## config.mk

```make
export PLATFORM = sky130hd
export DESIGN_NAME = id_issue
export DESIGN_NICKNAME = d
export VERILOG_FILES = /design/src/rtl/id_issue.sv
export SDC_FILE = /design/constraint.sdc
export NUM_CORES = 1
export LEC_CHECK = 0
export ABC_AREA = 1
export CAP_MARGIN = 10
export CORE_AREA = 2 2 482 484
export CTS_CLUSTER_DIAMETER = 60
export DETAILED_ROUTE_END_ITERATION = 16
export DIE_AREA = 0 0 484 486
export PLACE_DENSITY_LB_ADDON = 0.25
export SETUP_SLACK_MARGIN = 0.5
export SLEW_MARGIN = 20
export SYNTH_ARGS = -nofsm -noshare
export SYNTH_HDL_FRONTEND = slang
export SYNTH_SLANG_ARGS = --single-unit
```

## constraint.sdc

```tcl
create_clock -name clk -period 5.1 [get_ports clk]
set_input_delay 1.275 -clock clk [delete_from_list [all_inputs] [get_ports clk]]
set_output_delay 1.275 -clock clk [all_outputs]
set_load 0.03 [all_outputs]
```

## src/rtl/id_issue.sv

```systemverilog
// id_issue: in-order issue stage between id_dec and EX.
// Hazard-checked prefix accept, ARF read, S1 register, WB forwarding.
//
// Ports:
//   clk, rst (async, active-low), flush, stall
//   id_*        per-slot decoded bundle from the decoder
//   id_pop_cnt  number of slots accepted this cycle
//   arf_*       register-file read ports (rs1 at 2i, rs2 at 2i+1)
//   wb_*        writeback / bypass ports
//   ex_*        registered issue bundle with forwarded operands
module id_issue #(
  parameter int CONFIG_P_ISSUE_WIDTH = 1,
  parameter int CONFIG_DW            = 64,
  parameter int CONFIG_REG_AW        = 5,
  parameter int CONFIG_PAYLOAD_W     = 128,
  parameter int CONFIG_NWB           = 2,
  localparam int IW  = 1 << CONFIG_P_ISSUE_WIDTH,
  localparam int DW  = CONFIG_DW,
  localparam int AW  = CONFIG_REG_AW,
  localparam int PW  = CONFIG_PAYLOAD_W,
  localparam int NWB = CONFIG_NWB,
  localparam int PC  = CONFIG_P_ISSUE_WIDTH + 1
) (
  input  logic                 clk,
  input  logic                 rst,
  input  logic                 flush,
  input  logic                 stall,
  input  logic [IW-1:0]        id_valid,
  input  logic [IW-1:0]        id_single_fu,
  input  logic [IW-1:0]        id_lng,
  input  logic [IW-1:0]        id_we,
  input  logic [IW*AW-1:0]     id_waddr,
  input  logic [IW-1:0]        id_rs1_re,
  input  logic [IW*AW-1:0]     id_rs1_addr,
  input  logic [IW-1:0]        id_rs2_re,
  input  logic [IW*AW-1:0]     id_rs2_addr,
  input  logic [IW*PW-1:0]     id_payload,
  output logic [PC-1:0]        id_pop_cnt,
  output logic [2*IW-1:0]      arf_RE,
  output logic [2*IW*AW-1:0]   arf_RADDR,
  input  logic [2*IW*DW-1:0]   arf_RDATA,
  input  logic [NWB-1:0]       wb_we,
  input  logic [NWB-1:0]       wb_lng,
  input  logic [NWB*AW-1:0]    wb_waddr,
  input  logic [NWB*DW-1:0]    wb_wdata,
  output logic [IW-1:0]        ex_valid,
  output logic [IW*PW-1:0]     ex_payload,
  output logic [IW*DW-1:0]     ex_operand1,
  output logic [IW*DW-1:0]     ex_operand2
);

  localparam int NR = 1 << AW;
  localparam int NS = 2 * IW;

  logic [IW-1:0][AW-1:0]  waddr;
  logic [IW-1:0][AW-1:0]  a1;
  logic [IW-1:0][AW-1:0]  a2;
  logic [NWB-1:0][AW-1:0] wba;
  logic [NWB-1:0][DW-1:0] wbd;
  logic [NS-1:0][DW-1:0]  rdata;

  assign waddr = id_waddr;
  assign a1    = id_rs1_addr;
  assign a2    = id_rs2_addr;
  assign wba   = wb_waddr;
  assign wbd   = wb_wdata;
  assign rdata = arf_RDATA;

  logic [NR-1:0] sb_q;
  logic [NR-1:0] lclr;
  logic [NR-1:0] sb_eff;
  logic [NR-1:0] sset;

  // Long-latency writebacks retire scoreboard entries.
  always_comb begin
    lclr = '0;
    for (int p = 0; p < NWB; p++)
      if (wb_we[p] & wb_lng[p]) lclr[wba[p]] = 1'b1;
  end

  // A retiring writeback in the same cycle already removes the hazard.
  assign sb_eff = sb_q & ~lclr;

  logic [IW-1:0] raw;
  logic [IW-1:0] sbh;

  always_comb begin
    raw = '0;
    sbh = '0;
    for (int k = 0; k < IW; k++) begin
      sbh[k] = (id_rs1_re[k] & (|a1[k]) & sb_eff[a1[k]])
             | (id_rs2_re[k] & (|a2[k]) & sb_eff[a2[k]]);
      for (int j = 0; j < k; j++)
        if (id_we[j] & (|waddr[j]) &
            ((id_rs1_re[k] & (a1[k] == waddr[j])) |
             (id_rs2_re[k] & (a2[k] == waddr[j]))))
          raw[k] = 1'b1;
    end
  end

  logic [IW-1:0] ok;
  logic          run;

  // Longest in-order prefix of hazard-free slots.
  always_comb begin
    ok  = '0;
    run = 1'b1;
    for (int k = 0; k < IW; k++) begin
      run = run & id_valid[k] & ~sbh[k] & ~raw[k]
          & ((k == 0) | ~id_single_fu[k]);
      ok[k] = run;
    end
  end

  logic          go;
  logic [IW-1:0] acc;

  assign go  = rst & ~stall & ~flush;
  assign acc = ok & {IW{go}};

  always_comb begin
    id_pop_cnt = '0;
    for (int k = 0; k < IW; k++)
      id_pop_cnt = id_pop_cnt + PC'(acc[k]);
  end

  logic [NS-1:0]         src_re;
  logic [NS-1:0][AW-1:0] src_a;

  always_comb begin
    src_re = '0;
    src_a  = '0;
    for (int k = 0; k < IW; k++) begin
      src_re[2*k]   = id_rs1_re[k];
      src_re[2*k+1] = id_rs2_re[k];
      src_a[2*k]    = a1[k];
      src_a[2*k+1]  = a2[k];
    end
  end

  logic [NS-1:0] acc2;

  always_comb begin
    acc2 = '0;
    for (int k = 0; k < IW; k++) begin
      acc2[2*k]   = acc[k];
      acc2[2*k+1] = acc[k];
    end
  end

  assign arf_RE    = src_re & acc2;
  assign arf_RADDR = src_a;

  always_comb begin
    sset = '0;
    for (int k = 0; k < IW; k++)
      if (acc[k] & id_lng[k] & id_we[k] & (|waddr[k]))
        sset[waddr[k]] = 1'b1;
  end

  always_ff @(posedge clk or negedge rst) begin
    if (!rst)       sb_q <= '0;
    else if (flush) sb_q <= '0;
    else            sb_q <= sb_eff | sset;
  end

  logic                  fresh;
  logic [NS-1:0]         s_re;
  logic [NS-1:0][AW-1:0] s_a;

  always_ff @(posedge clk or negedge rst) begin
    if (!rst) begin
      ex_valid   <= '0;
      ex_payload <= '0;
      fresh      <= 1'b0;
      s_re       <= '0;
      s_a        <= '0;
    end else if (flush) begin
      ex_valid <= '0;
      fresh    <= 1'b0;
    end else if (stall) begin
      fresh <= 1'b0;
    end else begin
      ex_valid   <= acc;
      ex_payload <= id_payload;
      fresh      <= 1'b1;
      s_re       <= src_re;
      s_a        <= src_a;
    end
  end

  logic [NS-1:0][DW-1:0] hold_q;
  logic [NS-1:0][DW-1:0] opnd;

  // ARF data is only valid the cycle after the read; afterwards the
  // hold register carries the value, refreshed by any writeback hit.
  always_comb begin
    opnd = '0;
    for (int s = 0; s < NS; s++) begin
      opnd[s] = fresh ? rdata[s] : hold_q[s];
      for (int p = 0; p < NWB; p++)
        if (wb_we[p] && (wba[p] == s_a[s])) opnd[s] = wbd[p];
      if (!s_re[s] || (s_a[s] == '0)) opnd[s] = '0;
    end
  end

  always_ff @(posedge clk or negedge rst) begin
    if (!rst) hold_q <= '0;
    else      hold_q <= opnd;
  end

  logic [IW-1:0][DW-1:0] op1;
  logic [IW-1:0][DW-1:0] op2;

  always_comb begin
    op1 = '0;
    op2 = '0;
    for (int k = 0; k < IW; k++) begin
      op1[k] = opnd[2*k];
      op2[k] = opnd[2*k+1];
    end
  end

  assign ex_operand1 = op1;
  assign ex_operand2 = op2;

endmodule

```

==> impl_metrics.csv <==
group,metric,value,unit
sta,rsz0062_at_grt,"true",
global_routing,grtUsageTotal,0.185,
synthesis,syn-num-nets,4572,
setup_path,crit_chain,"buf_6 > buf_6 > buf_6 > clkinvlp_4 > o22ai_2 > a221oi_2 > nand4_1 > a211oi_4 > buf_12 > buf_16 > buf_8 > buf_12 > buf_16 > buf_4 > o21ai_4 > inv_2 > buf_6",
setup_path,arrival,3.50,ns
pwr,internal_power,12500,µW
floorplan,num_io_pins,1240,
final_layout,nNetsFinal,6209,
detailed_routing,drt_iter0_markers,2346,
floorplan,die_w,484,µm
setup_path,critical_path.max_stage_delay,0.24,ns
pwr,power,19400,µW
outcome,status,"completed",
synthesis,synth_xor_area_frac,0.00113,
pwr,pwr-share-seq,0.278,
sta,slew_headroom,0.340,
sta,max_freq,0.209,GHz
detailed_routing,ant_nets,0,
sta,skew,0.0655,ns
pwr,p_comb_frac,0.355,
clock_network,cts_buffers,98,
synthesis,synth-compound-area-share,0.156,
clock_network,clock-sinks,571,
synthesis,synth_top_area_cell,"dfrtp_1",
clock_network,clockRootBuffer,"clkbuf_16",
detailed_routing,first_pass_iters,6,
final_layout,seq_area,14300,µm²
placement,dp.cells,8155,
pwr,p_leak,0.0262,µW
global_routing,use_met3,0.0563,
synthesis,synthTopCellsByCount,"nand2_1 (823), dfrtp_1 (571), inv_1 (410)",
global_routing,grtUsageMet2,0.332,
clock_network,cts_tree,"yes",
setup_path,critPathLaunchType,"primary input",
synthesis,yosysMostFrequentCell,"nand2_1",
final_layout,multi_input_area,15800,µm²
synthesis,ys_seq_area_frac,0.462,
final_layout,fillers,24700,
synthesis,yosys.area_share.simple,0.194,
sta,finalHoldViolations,0,
pwr,ir_worst_vdd,0.283,mV
detailed_routing,wl,232000,µm
sta,setup_viol,0,
clock_network,clockBufferDepth,3,
floorplan,coreArea,229000,µm²
setup_path,end_kind,"output port",
detailed_routing,drc,0,
placement,numPortBuffers,1238,
sta,finalCriticalPeriod,4.78,ns
synthesis,yosys.area.top_type_share,0.462,
synthesis,yosys_most_used_dff,"dfrtp_1",
clock_network,cts.reportedPaths.clkPinSlew,0.06,ns
sta,tightest_slew,0.987,ns
global_routing,antenna_found_initial,94,
setup_path,path_class,"primary input to output port",
setup_path,reg2reg_depth,30,
setup_path,crit_top_cell,"buf_6",
setup_path,critical_path.slowest_cell,"a211oi_4",
synthesis,synth_edf_count,0,
synthesis,synth_top_family_by_area,"simple AND/OR/NAND/NOR gates",
setup_path,cp_max_fo,8,
final_layout,finalNonFillerCells,8640,
detailed_routing,vias_per_cell,4.22,
detailed_routing,vias,36400,
placement,dp_hpwl,172000,µm
pwr,power_density,325,nW/µm²
clock_network,htreeDepth,3,
synthesis,yosys_warnings,0,
synthesis,ys_top_cells_by_area,"dfrtp_1 (46%), nand2_1 (10%), mux2_2 (9.4%)",
setup_path,path_buf_inv,12,
global_routing,grt-ovfl-total,0,
final_layout,layout-drive-gt1-share,0.325,
synthesis,async_flop_share,1.00,
pwr,clkPwrFrac,0.367,
synthesis,ys_ff_latch,571,
final_layout,syn2layout_area_growth,93.2,%
sta,fin_crit_sh,0.936,
setup_path,crit_family,"buffers and inverters",
synthesis,synth-adder-area-share,0.000405,
synthesis,synth_cell_type_count,37,
clock_network,cts_hold_buffers,0,
pwr,p_sw_frac,0.355,
synthesis,synth.avg_cell_area,7.99,µm²
detailed_routing,drt-wirelength-per-cell,26.9,µm
pwr,switchingPower,6890,µW
run,drv_cap,0,
floorplan,die_h,486,µm
global_routing,grt_pass1_vias,35600,
floorplan,fp.dieArea,235000,µm²
sta,final_max_slew_viol_count,0,
global_routing,grt_pass1_wl,305000,µm
setup_path,cp_num_cells,17,
global_routing,grt_busiest_layer,"met2",
floorplan,num_rows,176,
floorplan,start_util,0.135,
synthesis,synth_cells,3871,
global_routing,grt_max_degree,121,
worst_hold_path,hold_path_class,"primary input to async pin",
setup_path,crit_required,3.83,ns
synthesis,syn_area,30900,µm²
global_routing,grt_use_met1,0.202,
clock_network,insertion_delay,0.75,ns
synthesis,synth_mux_area_frac,0.0939,
placement,gp_congestion,0.919,
==> per-stage QoR <==
step | hold WS (ns) | utilization | setup slack (ns) | instance area, µm² | setup TNS [ns]
2_1_floorplan | 0.477 | - | 0.495 | 30900 | 0
3_3_place_gp | 0.489 | 0.217 | -0.418 | 49800 | -11.91
3_5_place_dp | 0.495 | 0.217 | -0.334 | 49800 | -10.67
4_1_cts | 0.282 | 0.242 | 0.373 | 55600 | 0
5_1_grt | 0.320 | 0.260 | 0.241 | 59700 | 0
6_report | 0.395 | 0.260 | 0.325 | 59800 | 0
==> kinds of logic (layout without fill, tap and decap cells) <==
kind of cell | count (synthesis) | count (layout)
adder cells (fa/ha/maj) | 1 | 1
AND/OR/NAND/NOR | 1438 | 1438
XOR/XNOR | 4 | 4
buffers and inverters | 720 | 2436
AO/OA/AOI/OAI | 879 | 879
other | 0 | 27
multiplexers | 258 | 258
flip-flops | 571 | 571
==> power groups by stage <==
stage	clock, µW	combinational (µW)	sequential (µW)
floorplan	0	2030	6010
global placement	0	6040	5460
detailed placement	0	6020	5470
CTS	7360	6320	5400
global route	7520	7240	5470
finish	7120	6880	5400
==> worst paths after layout <==
check | from | endpoint | slack, ns
setup / recovery | wb_waddr[9] | ex_operand1[19] | 0.32
hold / removal | rst | hold_q[191]$_DFF_PN0_ | 0.39
setup reg to reg | s_a[4]$_DFFE_PN0P_ | hold_q[21]$_DFF_PN0_ | 0.83
hold reg to reg | ex_payload[180]$_DFFE_PN0P_ | ex_payload[180]$_DFFE_PN0P_ | 0.51
max in group asynchronous | rst | ex_payload[203]$_DFFE_PN0P_ | 2.51
min in group clk | ex_payload[180]$_DFFE_PN0P_ | ex_payload[180]$_DFFE_PN0P_ | 0.51
==> flip-flops by register name, indices dropped and copies added (netlist names) <==
signal and count:
sb_q 32, ex_valid 2, ex_payload 256, fresh 1, s_re 4, hold_q 256
s_a 20
==> placed cells by master, fill, tap and decap left out, types with 171 or more instances in the layout <==
| cell type | instances |
|---|---|
| mux2_2 | 258 |
| inv_1 | 309 |
| nand2_1 | 785 |
| buf_12 | 201 |
| a21oi_2 | 171 |
| nor2_1 | 299 |
| a31oi_1 | 250 |
| dfrtp_1 | 570 |
| buf_6 | 223 |
| clkdlybuf4s50_1 | 955 |
| buf_4 | 357 |
==> what timing repair did <==
action,in CTS,in global routing
setup endpoints to repair,262,254
gates resized for setup,353,791
pin swaps,39,74
buffers inserted,86,145
gates cloned,21,27
==> layout make-up <==
cell class,instances,area share
multi-input combinational,2580,0.264
inverter,426,0.0279
clock buffer,126,0.0460
sequential,571,0.239
antenna,27,0.00113
timing repair buffer,1831,0.347
tap,3026,0.0634
clock inverter,53,0.0121
==> layer usage <==
metal	part of all wire	wire, µm
met3	0.082	19100
met1	0.36	84600
met5	0.00052	120
met2	0.51	118000
met4	0.046	10700
==> worst register-to-register path: cells and delay by family, from the launching register on <==
family | cells | cell delay (ns)
AO/OA/AOI/OAI | 5 | 0.70
AND/OR/NAND/NOR | 1 | 0.20
buffers and inverters | 24 | 2.70
flip-flops | 1 | 0.53
Note: power is estimated with default switching activity, not from simulation.
